[config.mk]
export PLATFORM = sky130hd
export DESIGN_NAME = mult_arbiter
export DESIGN_NICKNAME = d
export VERILOG_FILES = /design/src/rtl/mult_arbiter.sv
export SDC_FILE = /design/constraint.sdc
export NUM_CORES = 1
export LEC_CHECK = 0
export ABC_AREA = 1
export CORE_AREA = 2 2 306 308
export CTS_BUF_LIST = sky130_fd_sc_hd__clkbuf_8
export CTS_CLUSTER_DIAMETER = 30
export DETAILED_ROUTE_END_ITERATION = 8
export DIE_AREA = 0 0 308 310
export SLEW_MARGIN = 0
export SYNTH_ARGS = -nofsm -noshare
export SYNTH_HDL_FRONTEND = slang
export SYNTH_SLANG_ARGS = --single-unit
[constraint.sdc]
create_clock -name clock -period 3.3 [get_ports clock]
set_clock_uncertainty 0.1 [all_clocks]
set_input_delay 0.66 -clock clock [delete_from_list [all_inputs] [get_ports clock]]
set_output_delay 0.66 -clock clock [all_outputs]
set_load 0.005 [all_outputs]
[src/rtl/mult_arbiter.sv]
// mult_arbiter: round-robin sharing of one pipelined 64x64 multiplier among NUM_REQ requesters.
// Optional build macro MULT_ARB_STATS_EN adds saturating grant/stall counters (stat_issued, stat_stall).
module mult_arbiter #(
    parameter int NUM_REQ = 4,
    parameter int LATENCY = 8,
    parameter int ID_W    = 2
) (
    input  logic                  clock,
    input  logic                  reset_n,
    input  logic [NUM_REQ-1:0]    req_valid,
    output logic [NUM_REQ-1:0]    req_ready,
    input  logic [NUM_REQ*64-1:0] req_mcand,
    input  logic [NUM_REQ*64-1:0] req_mplier,
    output logic                  mult_start,
    output logic [63:0]           mult_mcand,
    output logic [63:0]           mult_mplier,
    input  logic                  mult_done,
    input  logic [63:0]           mult_product,
    output logic [NUM_REQ-1:0]    resp_valid,
    output logic [63:0]           resp_product,
    output logic                  err_spurious
`ifdef MULT_ARB_STATS_EN
    ,
    output logic [31:0]           stat_issued,
    output logic [31:0]           stat_stall
`endif
);
    localparam int PTR_W = (LATENCY > 1) ? $clog2(LATENCY) : 1;
    localparam int CNT_W = $clog2(LATENCY + 1);

    logic [ID_W-1:0]  rr_ptr;
    logic [ID_W-1:0]  grant_id;
    logic             grant;
    logic [ID_W-1:0]  tag_mem [LATENCY];
    logic [PTR_W-1:0] wr_ptr;
    logic [PTR_W-1:0] rd_ptr;
    logic [CNT_W-1:0] count;
    logic [CNT_W-1:0] flush_cnt;
    logic             fifo_full;
    logic             pop;

    function automatic logic [PTR_W-1:0] ptr_inc(input logic [PTR_W-1:0] p);
        return (p == PTR_W'(LATENCY - 1)) ? '0 : p + 1'b1;
    endfunction

    assign fifo_full = (count == CNT_W'(LATENCY));
    assign pop       = mult_done && (count != '0);

    // Handshake: a request transfers when req_valid[i] & req_ready[i] are both high at the
    // rising edge. req_ready depends combinationally on req_valid, so a requester keeps
    // valid and its operands stable until it sees ready; there is no backpressure on responses.
    always_comb begin
        grant     = 1'b0;
        grant_id  = '0;
        req_ready = '0;
        if (!fifo_full) begin
            for (int i = 0; i < NUM_REQ; i++) begin
                if (!grant && req_valid[(int'(rr_ptr) + i) % NUM_REQ]) begin
                    grant    = 1'b1;
                    grant_id = ID_W'((int'(rr_ptr) + i) % NUM_REQ);
                end
            end
            if (grant) req_ready[grant_id] = 1'b1;
        end
    end

    // Issue side: round-robin pointer and registered operands to the multiplier.
    always_ff @(posedge clock or negedge reset_n) begin
        if (!reset_n) begin
            rr_ptr      <= '0;
            mult_start  <= 1'b0;
            mult_mcand  <= '0;
            mult_mplier <= '0;
        end else begin
            mult_start <= grant;
            if (grant) begin
                rr_ptr      <= (int'(grant_id) == NUM_REQ - 1) ? '0 : grant_id + 1'b1;
                mult_mcand  <= req_mcand[int'(grant_id)*64 +: 64];
                mult_mplier <= req_mplier[int'(grant_id)*64 +: 64];
            end
        end
    end

    // Tag storage carries no reset; occupancy is tracked entirely by the pointers and count.
    always_ff @(posedge clock) begin
        if (grant) tag_mem[wr_ptr] <= grant_id;
    end

    always_ff @(posedge clock or negedge reset_n) begin
        if (!reset_n) begin
            wr_ptr <= '0;
            rd_ptr <= '0;
            count  <= '0;
        end else begin
            if (grant) wr_ptr <= ptr_inc(wr_ptr);
            if (pop)   rd_ptr <= ptr_inc(rd_ptr);
            case ({grant, pop})
                2'b10:   count <= count + 1'b1;
                2'b01:   count <= count - 1'b1;
                default: count <= count;
            endcase
        end
    end

    // Response routing and spurious-done detection; the flush window hides done pulses
    // belonging to operations that were in the multiplier when reset hit.
    always_ff @(posedge clock or negedge reset_n) begin
        if (!reset_n) begin
            resp_valid   <= '0;
            resp_product <= '0;
            err_spurious <= 1'b0;
            flush_cnt    <= CNT_W'(LATENCY);
        end else begin
            resp_valid <= '0;
            if (pop) begin
                resp_valid   <= NUM_REQ'(1) << tag_mem[rd_ptr];
                resp_product <= mult_product;
            end
            if (mult_done && (count == '0) && (flush_cnt == '0)) err_spurious <= 1'b1;
            if (flush_cnt != '0) flush_cnt <= flush_cnt - 1'b1;
        end
    end

`ifdef MULT_ARB_STATS_EN
    always_ff @(posedge clock or negedge reset_n) begin
        if (!reset_n) begin
            stat_issued <= '0;
            stat_stall  <= '0;
        end else begin
            if (grant && (stat_issued != 32'hFFFF_FFFF)) stat_issued <= stat_issued + 1'b1;
            if (!grant && (|req_valid) && (stat_stall != 32'hFFFF_FFFF)) stat_stall <= stat_stall + 1'b1;
        end
    end
`endif

endmodule
==> results.txt, run 1 <==
Final critical-path share of the clock period: 0.9540. Library cell contributing the largest single delay on the critical path: sky130_fd_sc_hd__dfrtp_2. When the netlist entered floorplanning its net count stood at 2,770. The min-delay analysis places its worst path in the category register to register. Final standard cell area without fillers: 25,030 sq um. Of all nets on the critical path, the largest fanout is 6.

For the max-slew violation count, the log shows 0. In the routed design, unresolved DRC markers number 0. The most used flip-flop cell after synthesis is sky130_fd_sc_hd__dfrtp_1. The ratio of total power to cell area is 1209 nW/um^2. The critical path contains buffers and inverters numbering 5 combined.

For this run, the number of Yosys warnings is 0. Clock-pin slew was measured on the worst setup and hold paths at 0.05 ns. The tools report the combinational power share as 0.678. The completed layout was analyzed and its total power is 30,250 uW. The switching share of power was 0.5007. Detailed routing inserted a total of 17,047 vias.

After the first detailed-routing iteration, the DRC count stood at 999. The run gives 0.1455 as the total global routing track utilization. The worst register-to-register path has a depth of 14. Row generation in the floorplan step produced 112 rows.

The tools report the worst-case vdd ir drop as 0.001249 V. The endpoint identified for the worst register-to-register timing path is mult_mcand[13]$_DFFE_PN0P_. The final layout contains 3,567 nets. The kind of launch point of the worst setup path is a register. In the final routed layout, each cell accounts on average for 17.31 um. The async set or reset register ratio after synthesis was 0.9304. Kind of end point of the critical path: a primary output.

Each instance of the synthesized netlist takes up on average 6.433 sq um. The analysis attributes to cell leakage a power of 0.01223 uW. Dividing the detail-routed via count by the number of cells gives 4.025. The first-pass GRT wire length is 104.0 mm, and the number of H-tree levels is 3. The tools report the cell area after synthesis as 14,020 sq um. Data on the critical path is required at its endpoint by 2.54 ns. For the relative contribution of sequential cells to total power, the log shows 0.172. Endpoint of the worst hold-timing path: resp_product[35]$_DFFE_PN0P_. The longest clock path from root to sink contains 3 buffers. Input and output buffers added on the ports amount to 784. The run gives 0 as the number of hold-slack violations in the final timing report. The share of final-layout standard cells stronger than drive strength 1 works out to 0.06987. For this run, the top clock speed supported by timing is 0.3176 GHz. Setup violations remaining at the end of the flow were counted as 0.

The portion of netlist area occupied by mux cells works out to 0. The headroom to the max-slew limit is 0.5090, and the remaining number of nets flagged by the antenna check after routing is 0. At the end of routability-driven placement, the weighted congestion stood at 0.8965.

The effective utilization at floorplan came out at 0.1516. After synthesis, the largest family of logic cells by area is simple AND/OR/NAND/NOR gates. The tree is rooted in a sky130_fd_sc_hd__clkbuf_8. For the post-synthesis cell type count, the log shows 31. Including well taps, the total number of placed cells is 4,094.

Critical path start-end classification: register to primary output. Entering global routing, the biggest net connects 101 pins. In this run the power spent charging and discharging nets is 15,140 uW.

After routing, the total negative slack on setup checks comes to 0 ns. Setup repair after global routing could not meet its margin everywhere. In this design, the critical path's most frequently occurring cell is sky130_fd_sc_hd__nand2_1.

Full die area: 95,480 sq um. Pin placement for this block handled 785 I/O pins. Across all register-to-register paths, the minimum setup slack is 0.51 ns.

Cell count after synthesis: 2,179. The via count of the first global-routing pass is 16,427. In this run the most critical hold path is launched from resp_product[35]$_DFFE_PN0P_.

Post-route minimum period: 3.148 ns. The first detailed-routing pass took 8 iterations. The detailed-placement wirelength estimate is 56.46 mm. Counting flops with a built-in enable in the synthesized netlist gives 16.

The global-route congestion overflow total was 0. Along the worst hold path, the cell count comes to 2. The beginning of the worst register-to-register path is rr_ptr[0]$_DFFE_PN0P_.

Initial antenna violation count: 15. The slew at the pin closest to its max-slew limit was 0.7365 ns; the fraction of the mapped netlist area in compound gates was 0.02606. The cell area reported after detailed placement is 23,430 sq um, and the data arrival time of the critical path is 2.39 ns.

The clock power share came out at 0.149. TritonCTS built the clock tree. After synthesis the netlist holds a flip-flop and latch count of 230. The tools report the final cell utilization of the core as 0.2706. From bottom edge to top edge, the die measures 310 um.

Max-cap violations in this run came to 0. The TritonCTS buffer count was 71; the portion of the post-synthesis area used by sequential elements was 0.4164. After filler insertion, the fill cell instance count of the layout stands at 10,173.

The run finished with clean final reports. Excluding fillers, the count of instances in the completed layout stands at 4,235. The signal on the critical path passes through buf_4 -> nand2_1 -> nand3_1 -> nand2_1 -> inv_1 -> nand3_2 -> nand2_8 -> buf_4 -> nor2_4 -> nand2_1 -> inv_2 -> clkbuf_2.

The post-synthesis adder-cell area fraction is 0.007140, and the peak per-stage delay on the critical path is 0.47 ns. The cell family contributing the most delay on the critical path is simple AND/OR/NAND/NOR gates. The logs give 230 for the clock sink count and 15,100 uW for the internal power consumption. The core region is 92,490 sq um. Clock latency on the worst-skew pair, taken at its later pin, is 0.63 ns. The fraction of the mapped netlist area in simple logic gates was 0.4316; the total length of routed wires was 73.30 mm. The fraction of synthesized cell area in xor and xnor cells came out at 0.003124. The width of the die is 308 um, and the post-synthesis to final-layout area growth is 78.52%.
registers in the layout, indices dropped and copies added, names as in the netlist, 4 cells and up:
| name | flops |
|---|---|
| mult_mplier | 64 |
| count | 4 |
| resp_product | 64 |
| mult_mcand | 64 |
| tag_mem | 16 |
| flush_cnt | 4 |
| resp_valid | 4 |
Yosys cell counts (4+ instances only):
master / number / share of area
sky130_fd_sc_hd__nand2_1: 1114 / 0.30
sky130_fd_sc_hd__nand3_1: 329 / 0.12
sky130_fd_sc_hd__inv_1: 236 / 0.063
sky130_fd_sc_hd__dfrtp_1: 213 / 0.38
sky130_fd_sc_hd__buf_2: 61 / 0.022
sky130_fd_sc_hd__o21ai_0: 56 / 0.020
sky130_fd_sc_hd__clkbuf_1: 41 / 0.011
sky130_fd_sc_hd__nor2_1: 33 / 0.0088
sky130_fd_sc_hd__buf_4: 27 / 0.014
sky130_fd_sc_hd__edfxtp_1: 16 / 0.034
sky130_fd_sc_hd__ha_1: 8 / 0.0071
sky130_fd_sc_hd__inv_2: 7 / 0.0019
sky130_fd_sc_hd__nand2_2: 6 / 0.0027
sky130_fd_sc_hd__a21oi_1: 5 / 0.0018
sky130_fd_sc_hd__o22ai_1: 4 / 0.0018
power by group through the flow:
stage / logic [uW] / registers, uW / clock network (uW)
3_3_place_gp: 20500 / 5220 / 0
6_report: 20500 / 5210 / 4510
5_1_grt: 22900 / 5360 / 4840
3_5_place_dp: 20700 / 5220 / 0
4_1_cts: 20800 / 5220 / 4680
2_1_floorplan: 11900 / 5150 / 0
cells by family (layout without fill, tap and decap cells):
group                      count (synthesis)  in the layout
xor gates and xnor gates                   5              5
adders and majority gates                  8              8
other                                      0              4
and+or+nand+nor                         1489           1489
AOI/OAI and AO/OA                         70             70
buffers and inverters                    377           1232
DFF                                      230            230
worst max path at each step:
stage                                 endpoint                  start  depth (start not counted)
after floorplan           count[2]$_DFFE_PN0P_           req_valid[3]                         17
after global placement            req_ready[1]           req_valid[3]                         13
after detailed placement          req_ready[1]           req_valid[3]                         13
after CTS                         req_ready[1]  rr_ptr[0]$_DFFE_PN0P_                         12
after global routing              req_ready[1]  rr_ptr[0]$_DFFE_PN0P_                         12
final                             req_ready[1]  rr_ptr[0]$_DFFE_PN0P_                         12
placed cells by master, fill, tap and decap left out, types with 2 or more instances in the layout:
| cell type | instances |
|---|---|
| sky130_fd_sc_hd__clkdlybuf4s50_1 | 779 |
| sky130_fd_sc_hd__bufinv_16 | 6 |
| sky130_fd_sc_hd__nand2_8 | 2 |
| sky130_fd_sc_hd__dfrtp_1 | 212 |
| sky130_fd_sc_hd__buf_4 | 55 |
| sky130_fd_sc_hd__o21ai_0 | 56 |
| sky130_fd_sc_hd__clkinv_2 | 12 |
| sky130_fd_sc_hd__clkinvlp_4 | 5 |
| sky130_fd_sc_hd__xor2_1 | 2 |
| sky130_fd_sc_hd__nand3_1 | 328 |
| sky130_fd_sc_hd__nor2_1 | 31 |
| sky130_fd_sc_hd__nand2_1 | 1113 |
| sky130_fd_sc_hd__clkinv_1 | 3 |
| sky130_fd_sc_hd__ha_1 | 8 |
| sky130_fd_sc_hd__inv_2 | 5 |
| sky130_fd_sc_hd__inv_8 | 2 |
| sky130_fd_sc_hd__clkbuf_2 | 4 |
| sky130_fd_sc_hd__inv_6 | 4 |
| sky130_fd_sc_hd__nand2_2 | 5 |
| sky130_fd_sc_hd__inv_1 | 253 |
| sky130_fd_sc_hd__clkbuf_8 | 85 |
| sky130_fd_sc_hd__buf_12 | 16 |
| sky130_fd_sc_hd__edfxtp_1 | 16 |
| sky130_fd_sc_hd__o22ai_1 | 4 |
| sky130_fd_sc_hd__nor2_4 | 3 |
| sky130_fd_sc_hd__diode_2 | 4 |
| sky130_fd_sc_hd__a21oi_1 | 5 |
| sky130_fd_sc_hd__xnor2_1 | 3 |
| sky130_fd_sc_hd__nor3_1 | 2 |
layer usage:
| layer | GRT usage | share of wire | up-vias |
|---|---|---|---|
| met5 | 0 | 0.00011 | - |
| met4 | 0.05048 | 0.029 | 2 |
| met3 | 0.04366 | 0.091 | 127 |
| met2 | 0.2474 | 0.48 | 768 |
| met1 | 0.1740 | 0.40 | 7869 |
| li1 | - | - | 8281 |
per-stage QoR:
stage	setup slack, ns	hold slack, ns
2_1_floorplan	0.4301	0.2644
4_1_cts	-0.06525	0.3687
3_3_place_gp	-0.1583	0.3524
3_5_place_dp	-0.1777	0.3580
6_report	0.1517	0.3631
5_1_grt	-0.05169	0.3768
final cells by class:
cell class	count	area (sq um)	area share
timing repair buffer	856	8576	0.3427
inverter	244	928.4	0.03710
antenna	4	10.01	0.0004000
clock buffer	85	1170	0.04675
clock inverter	46	385.4	0.01540
multi-input combinational	1572	6613	0.2642
tap	1197	1498	0.05985
sequential	230	5838	0.2333
timing repair inverter	1	7.507	0.0003000
tightest hold or removal path: cells and delay by family, from the launching register on:
kind | cells | cell delay, ns
simple gates | 2 | 0.10
flops | 1 | 0.33
timing repair:
item | CTS | global route
resized for setup | 8 | 9
gates cloned | 1 | 0
hold buffers | 1 | 0
setup buffers | 4 | 0
endpoints found under the hold margin | 63 | 0
setup endpoints to repair | 4 | 4
pin swaps | 0 | 1
Power figures use the tool's default switching activity.
==> run 2: changes to the inputs <==
--- a/config.mk
+++ b/config.mk
@@ -11,6 +11,7 @@
 export CTS_CLUSTER_DIAMETER = 30
 export DETAILED_ROUTE_END_ITERATION = 8
 export DIE_AREA = 0 0 308 310
+export SKIP_LAST_GASP = 1
 export SLEW_MARGIN = 0
 export SYNTH_ARGS = -nofsm -noshare
 export SYNTH_HDL_FRONTEND = slang
==> results.txt, run 2 (synthesis gave the netlist of run 1 again) <==
The headroom to the max-slew limit came out at 0.5104 (was 0.5090). The run gives 23,430 sq um (unchanged) as the cell area reported after detailed placement. The maximum root-to-sink buffer count came out at 3 (unchanged). For the placeable core region, the log shows 92,490 sq um (unchanged). Buffers plus inverters on the worst setup path: 5 (unchanged). The number of nets at the end of the flow came out at 3,567 (unchanged). The logs give 7 (was 8) for the length of the first detailed-routing pass in iterations and 0 (unchanged) for the max capacitance violation total. The logs give 16,427 (unchanged) for the via count of the first global-routing pass and 15 (unchanged) for the initial antenna violation count.

The post-synthesis to final-layout area growth was 78.50% (was 78.52%); the switching share of power was 0.5006 (was 0.5007). The maximum achievable frequency was 0.3175 GHz (was 0.3176 GHz); the worst-case vdd ir drop was 0.001247 V (was 0.001249 V). The final standard cell area without fillers is 25,020 sq um (was 25,030 sq um). The DRC violation count after routing was 0 (unchanged); the I/O pin total was 785 (unchanged). The maximum number of pins on one net before global-route repair is 101 (unchanged), and the number of filler cells placed in the layout is 10,174 (was 10,173).

The tools report the kind of launch point of the worst setup path as a register (unchanged). The final-report setup violation count was 0 (unchanged); the remaining number of nets flagged by the antenna check after routing was 0 (unchanged). The relative contribution of sequential cells to total power came out at 0.172 (about the same).

The kind of end point of the critical path is a primary output (unchanged). The final critical-path share of the clock period works out to 0.9543 (was 0.9540). Buffer cell driving the clock tree root: sky130_fd_sc_hd__clkbuf_8 (unchanged).

Cell breakdown of the critical path: buf_4 -> nand2_1 -> nand3_1 -> nand2_1 -> inv_1 -> nand3_2 -> nand2_8 -> buf_4 -> nor2_4 -> nand2_1 -> inv_2 -> clkbuf_2 (unchanged). The clock input transition at the sequential cells of the worst setup and hold paths came out at 0.05 ns (about the same). The critical hold path startpoint was resp_product[35]$_DFFE_PN0P_ (unchanged). The max-slew violation count is 0 (unchanged).

The number of H-tree levels was 3 (unchanged); the total global routing track utilization was 0.1455 (unchanged). The run gives 104.0 mm (unchanged) as the first-pass GRT wire length. TritonCTS built the clock tree. The net load switching power came out at 15,140 uW (about the same). The slew at the pin closest to its max-slew limit was 0.7344 ns (was 0.7365 ns); the share of final-layout standard cells stronger than drive strength 1 was 0.06955 (was 0.06987). The run gives 2.54 ns (about the same) as the data required time of the critical path.

The cell repeated most along the worst path was sky130_fd_sc_hd__nand2_1 (unchanged). The number of input and output port buffers inserted works out to 784 (unchanged). For the slack of the critical path, the log shows 0.1507 ns (was 0.1517 ns).

For the global-route congestion overflow total, the log shows 0 (unchanged). Most common library cell in the layout ignoring fill and taps: sky130_fd_sc_hd__nand2_1 (unchanged). The final weighted congestion of routability-driven global placement was 0.8965 (unchanged); the data arrival time of the critical path was 2.39 ns (about the same). Number of design-rule violations left by the first detailed-router iteration: 1,006 (was 999). The flow ran to the end, and the final reports show no timing, DRC or antenna violations. The ratio of total power to cell area was 1208 nW/um^2 (was 1209 nW/um^2); the clock power share was 0.149 (about the same). The tools report the post-placement worst setup slack as -0.1777 ns (unchanged).

Biggest regs: mult_mcand: 64 flops, mult_mplier: 64 flops, resp_product: 64 flops (unchanged). For the clock sink count, the log shows 230 (unchanged). The largest delay contributor family on the critical path was simple AND/OR/NAND/NOR gates (unchanged). Setup repair after global routing could not meet its margin everywhere. For the internal power consumption, the log shows 15,100 uW (about the same). Type of the most critical hold path: register to register (unchanged). Top library cells by usage in the layout, fill and taps aside: sky130_fd_sc_hd__nand2_1 (1,114), sky130_fd_sc_hd__clkdlybuf4s50_1 (779), sky130_fd_sc_hd__nand3_1 (328) (was sky130_fd_sc_hd__nand2_1 (1,113), sky130_fd_sc_hd__clkdlybuf4s50_1 (779), sky130_fd_sc_hd__nand3_1 (328)).

The tools report the beginning of the worst register-to-register path as rr_ptr[0]$_DFFE_PN0P_ (unchanged). The tools report the full die area as 95,480 sq um (unchanged). The row count is 112 (unchanged), and the height of the chip is 310 um (unchanged).

The run gives 71 (unchanged) as the TritonCTS buffer count. The tools report the total length of routed wires as 73.30 mm (about the same). Library cell contributing the largest single delay on the critical path: sky130_fd_sc_hd__dfrtp_2 (unchanged). The post-detailed-route via-to-cell ratio came out at 4.020 (was 4.025). The number of hold-slack violations in the final timing report is 0 (unchanged). The critical path start-end classification is register to primary output (unchanged). The effective utilization at floorplan is 0.1516 (unchanged).

The worst setup path startpoint is rr_ptr[0]$_DFFE_PN0P_ (unchanged). The post-route minimum period was 3.149 ns (was 3.148 ns); the reported leakage power was 0.01223 uW (about the same). The maximum net fanout on the critical path was 6 (unchanged); the peak per-stage delay on the critical path was 0.47 ns (about the same). The combinational power share was 0.678 (about the same); the detailed-placement wirelength estimate was 56.46 mm (unchanged). The wire length per cell after detailed routing was 17.31 um (about the same); the clock network latency to the later pin of the worst-skew pair was 0.63 ns (about the same). The detailed-route via count was 17,026 (was 17,047). The width of the die was 308 um (unchanged); the post-route worst hold slack was 0.3631 ns (unchanged).
[run 2: changes by cell type in the layout (fill, tap and decap cells not counted)]
| cell | change |
|---|---|
| sky130_fd_sc_hd__nand2_1 | +1 |
| sky130_fd_sc_hd__nand2_2 | -1 |
[run 2: what timing repair did]
action	4_1_cts	5_1_grt
gates cloned	1	0
hold buffers	1	0
setup endpoints to repair	4	4
endpoints found under the hold margin	63	0
pin swaps	0	1
buffers inserted	4	0
gates resized for setup	8	8
[run 2: power groups by stage]
stage / combinational, uW / sequential (uW) / clock [uW]
4_1_cts: 20800 / 5220 / 4680
6_report: 20500 / 5210 / 4510
5_1_grt: 22900 / 5360 / 4840
2_1_floorplan: 11900 / 5150 / 0
3_3_place_gp: 20500 / 5220 / 0
3_5_place_dp: 20700 / 5220 / 0
[run 2: worst register-to-register path, delay by kind of cell (launching register included)]
family | cells | cell delay [ns]
AND/OR/NAND/NOR | 10 | 0.93
buffers and inverters | 3 | 0.88
flip-flops | 1 | 0.46
AO/OA/AOI/OAI | 1 | 0.28
[run 2: cell type report]
cell class                 count  area (sq um)  share of cell area
timing repair buffer         856          8576              0.3427
clock inverter                46         385.4             0.01540
sequential                   230          5838              0.2333
multi-input combinational   1572          6610              0.2642
inverter                     244         928.4             0.03710
timing repair inverter         1         7.507           0.0003000
antenna                        4         10.01           0.0004000
tap                         1197          1498             0.05985
clock buffer                  85          1170             0.04675
[run 2: final timing paths]
check / end / slack [ns] / cells after the start
setup / recovery: req_ready[1] / 0.15 / 12
hold / removal: resp_product[35]$_DFFE_PN0P_ / 0.36 / 2
setup reg to reg: mult_mcand[13]$_DFFE_PN0P_ / 0.50 / 14
hold reg to reg: resp_product[35]$_DFFE_PN0P_ / 0.36 / 2
max in group asynchronous: resp_product[61]$_DFFE_PN0P_ / 1.73 / 3
min in group asynchronous: resp_product[46]$_DFFE_PN0P_ / 0.55 / 2
[run 2: stage by stage]
step           cells  setup TNS [ns]  total power [uW]    util
5_1_grt         4234        -0.05877             33060  0.2705
2_1_floorplan   2179               0             17050       -
4_1_cts         4231        -0.06525             30690  0.2706
3_3_place_gp    4094         -0.4151             25760  0.2533
6_report        4235               0             30240  0.2705
3_5_place_dp    4094         -0.6416             25910  0.2533
[run 2: layer usage]
metal  up-vias  share of wire  GRT usage
met5         -        0.00011          0
met4         2          0.029    0.05048
met3       132          0.089    0.04366
met2       759           0.48     0.2474
met1      7853           0.41     0.1740
li1       8280              -          -
==> run 3: changes to the inputs <==
==> constraint.sdc (replaced) <==
create_clock -name clock -period 3.7 [get_ports clock]
set_clock_uncertainty 0.1 [all_clocks]
set_input_delay 0.74 -clock clock [delete_from_list [all_inputs] [get_ports clock]]
set_output_delay 0.74 -clock clock [all_outputs]
set_load 0.005 [all_outputs]
==> results.txt, run 3 (synthesis gave the netlist of run 1 again) <==
The run finished with clean final reports. The full die area was 95,480 sq um (unchanged). For the data required time of the critical path, the log shows 2.86 ns (was 2.54 ns).

The area taken by multi-input logic gates was 6613 sq um (was 6610 sq um); the total power draw was 26,640 uW (was 30,240 uW). Setup repair after global routing left no endpoint under its margin. The wire length per cell after detailed routing is 17.23 um (was 17.31 um). The tools report the I/O pin total as 785 (unchanged).

The tools report the flop-to-flop setup slack as 0.77 ns (was 0.50 ns). The detailed-route via count is 16,746 (was 17,026), and the post-detailed-route via-to-cell ratio is 3.961 (was 4.020). The tools report the total negative setup slack as 0 ns (unchanged).

For the combinational power share, the log shows 0.669 (was 0.678). Number of cells on the worst reg-to-reg path: 17 (was 14). The critical hold path startpoint was flush_cnt[0]$_DFFE_PN0N_ (was resp_product[35]$_DFFE_PN0P_). The tools report the kind of launch point of the worst setup path as an input pin (was a register). TritonCTS built the clock tree. The length of the first detailed-routing pass in iterations was 5 (was 7). Based on the critical path, the design can be clocked at up to 0.2892 GHz. The maximum number of pins on one net before global-route repair was 124 (was 101); the slew at the pin closest to its max-slew limit was 0.8617 ns (was 0.7344 ns). The number of hold-slack violations in the final timing report is 0 (unchanged). The height of the chip works out to 310 um (unchanged). The total length of routed wires came out at 72.85 mm (was 73.30 mm). The TritonCTS buffer count was 76 (was 71); the switching share of power was 0.5052 (was 0.5006). Top library cells by usage in the layout, fill and taps aside: sky130_fd_sc_hd__nand2_1 (1,113), sky130_fd_sc_hd__clkdlybuf4s50_1 (780), sky130_fd_sc_hd__nand3_1 (328) (was sky130_fd_sc_hd__nand2_1 (1,114), sky130_fd_sc_hd__clkdlybuf4s50_1 (779), sky130_fd_sc_hd__nand3_1 (328)). The endpoint of the worst register-to-register path was count[2]$_DFFE_PN0P_ (was mult_mcand[13]$_DFFE_PN0P_). Biggest regs: mult_mcand: 64 flops, mult_mplier: 64 flops, resp_product: 64 flops (unchanged). Final standard cell area without fillers: 24,970 sq um (was 25,020 sq um).

The run gives 3,551 (was 3,567) as the number of nets at the end of the flow. For the row count, the log shows 112 (unchanged). The buffer cell driving the clock tree root was sky130_fd_sc_hd__clkbuf_8 (unchanged). Endpoint of the worst hold-timing path: flush_cnt[0]$_DFFE_PN0N_ (was resp_product[35]$_DFFE_PN0P_). The number of design-rule violations left by the first detailed-router iteration was 936 (was 1,006). The detailed-placement wirelength estimate is 55.42 mm (was 56.46 mm), and the post-route minimum period is 3.458 ns. Most common library cell in the layout ignoring fill and taps: sky130_fd_sc_hd__nand2_1 (unchanged). The logs give 0 (unchanged) for the max capacitance violation total and 0 (unchanged) for the global-route congestion overflow total. Maximum root-to-sink buffer count: 3 (unchanged). The post-synthesis to final-layout area growth is 78.10% (was 78.50%), and the final critical-path share of the clock period is 0.9345. The run gives 5838 sq um (unchanged) as the register cell area after layout.

The critical path start-end classification is input pin to primary output (was register to primary output). For the total global routing track utilization, the log shows 0.1455 (about the same). The cell depth of the worst min-delay path was 1 (was 2). The max-slew violation count was 0 (unchanged); the net load switching power was 13,460 uW (was 15,140 uW). Width of the die: 308 um (unchanged). The kind of end point of the critical path was a primary output (unchanged).

The run gives 0.70 ns (was 0.63 ns) as the clock network latency to the later pin of the worst-skew pair. The logs give 0.001221 V (was 0.001247 V) for the worst-case vdd ir drop and 0.158 (was 0.149) for the clock power share. Relative contribution of sequential cells to total power: 0.173 (was 0.172).

The maximum net fanout on the critical path was 3 (was 6). The logs give 0.1516 (unchanged) for the effective utilization at floorplan and 103.7 mm (was 104.0 mm) for the first-pass GRT wire length. The final-report setup violation count was 0 (unchanged).

The tools report the via count of the first global-routing pass as 16,382 (was 16,427). The share of final-layout standard cells stronger than drive strength 1 was 0.06660 (was 0.06955); the internal power consumption was 13,180 uW (was 15,100 uW). Beginning of the worst register-to-register path: rr_ptr[0]$_DFFE_PN0P_ (unchanged). Headroom to the max-slew limit: 0.4255 (was 0.5104).

The number of input and output port buffers inserted was 784 (unchanged); the remaining number of nets flagged by the antenna check after routing was 0 (unchanged). The initial antenna violation count is 15 (unchanged), and the DRC violation count after routing is 0 (unchanged). The ratio of total power to cell area is 1067 nW/um^2 (was 1208 nW/um^2). For the number of filler cells placed in the layout, the log shows 10,166 (was 10,174).

The number of H-tree levels was 3 (unchanged). The type of the most critical hold path is register to register (unchanged). The clock sink count is 230 (unchanged). The run gives 2.62 ns (was 2.39 ns) as the data arrival time of the critical path. Cell area reported after detailed placement: 23,250 sq um (was 23,430 sq um). The reported leakage power came out at 0.01218 uW (was 0.01223 uW).

The clock input transition at the sequential cells of the worst setup and hold paths was 0.04 ns (was 0.05 ns). The run gives 92,490 sq um (unchanged) as the placeable core region. Final weighted congestion of routability-driven global placement: 0.8726 (was 0.8965).
-- run 3: cell types whose count changed in the layout (fill, tap and decap cells not counted), sizes merged, moves of 2 or more --
cell and delta:
buf -20, diode +9, clkbuf +6, inv -5, bufinv -3, clkinv +2, dlymetal6s2s +2
-- run 3: area by class of cell --
cell class              count  area share
clock buffers              95     0.05237
inverters                 244     0.03729
clock inverters            41     0.01393
repair buffers            836      0.3364
well taps                1197     0.05999
diodes                     13    0.001303
multi-input cells        1572      0.2649
flip-flops and latches    230      0.2338
-- run 3: power by group through the flow --
stage               Clock [uW]  Combinational (uW)  Sequential [uW]
global route              4510               19900             4740
CTS                       4360               18100             4610
finish                    4210               17800             4610
detailed placement           0               18100             4610
floorplan                    0               10600             4590
global placement             0               17900             4620
-- run 3: worst max-delay path by stage --
stage	start	to	slack (ns)	cells past startpoint
after global routing	rr_ptr[0]$_DFFE_PN0P_	req_ready[1]	0.005	11
final	req_valid[2]	req_ready[1]	0.24	12
after CTS	rr_ptr[0]$_DFFE_PN0P_	req_ready[0]	0.04	12
after floorplan	req_valid[3]	count[2]$_DFFE_PN0P_	0.75	17
after detailed placement	req_valid[2]	req_ready[2]	0.08	12
after global placement	req_valid[2]	req_ready[2]	0.07	12
-- run 3: metal layers --
layer  global-route usage  vias up  part of all wire
met4              0.05910        4             0.033
met5                    0        -           0.00041
met2               0.2465      743              0.48
met1               0.1679     7622              0.39
li1                     -     8252                 -
met3              0.04918      125             0.094
-- run 3: timing repair --
action / CTS / global route
endpoints found under the setup margin: 2 / 3
setup buffers: 1 / 0
pin swaps: 0 / 0
hold buffers: 1 / 0
resized for setup: 4 / 4
gates cloned: 0 / 0
endpoints found under the hold margin: 78 / 0
-- run 3: through the flow --
stage                     utilization  setup WS [ns]  hold WS, ns  std cells
after floorplan                     -         0.7501       0.3416       2179
after global placement         0.2514        0.06816       0.3520       4077
after detailed placement       0.2514        0.07673       0.3594       4077
after CTS                      0.2695        0.03676       0.3659       4215
after global routing           0.2699       0.005385       0.3889       4225
final                          0.2699         0.2425       0.3621       4228
-- run 3: critical path, cell delays in order --
cell                              delay (ns)
sky130_fd_sc_hd__clkdlybuf4s50_1        0.50
sky130_fd_sc_hd__inv_1                  0.06
sky130_fd_sc_hd__nand2_1                0.07
sky130_fd_sc_hd__nand3_1                0.10
sky130_fd_sc_hd__nand2_1                0.11
sky130_fd_sc_hd__inv_1                  0.08
sky130_fd_sc_hd__nand3_2                0.12
sky130_fd_sc_hd__nand2_8                0.08
sky130_fd_sc_hd__nor2_4                 0.11
sky130_fd_sc_hd__nand2_1                0.06
sky130_fd_sc_hd__inv_2                  0.05
sky130_fd_sc_hd__clkdlybuf4s50_1        0.52
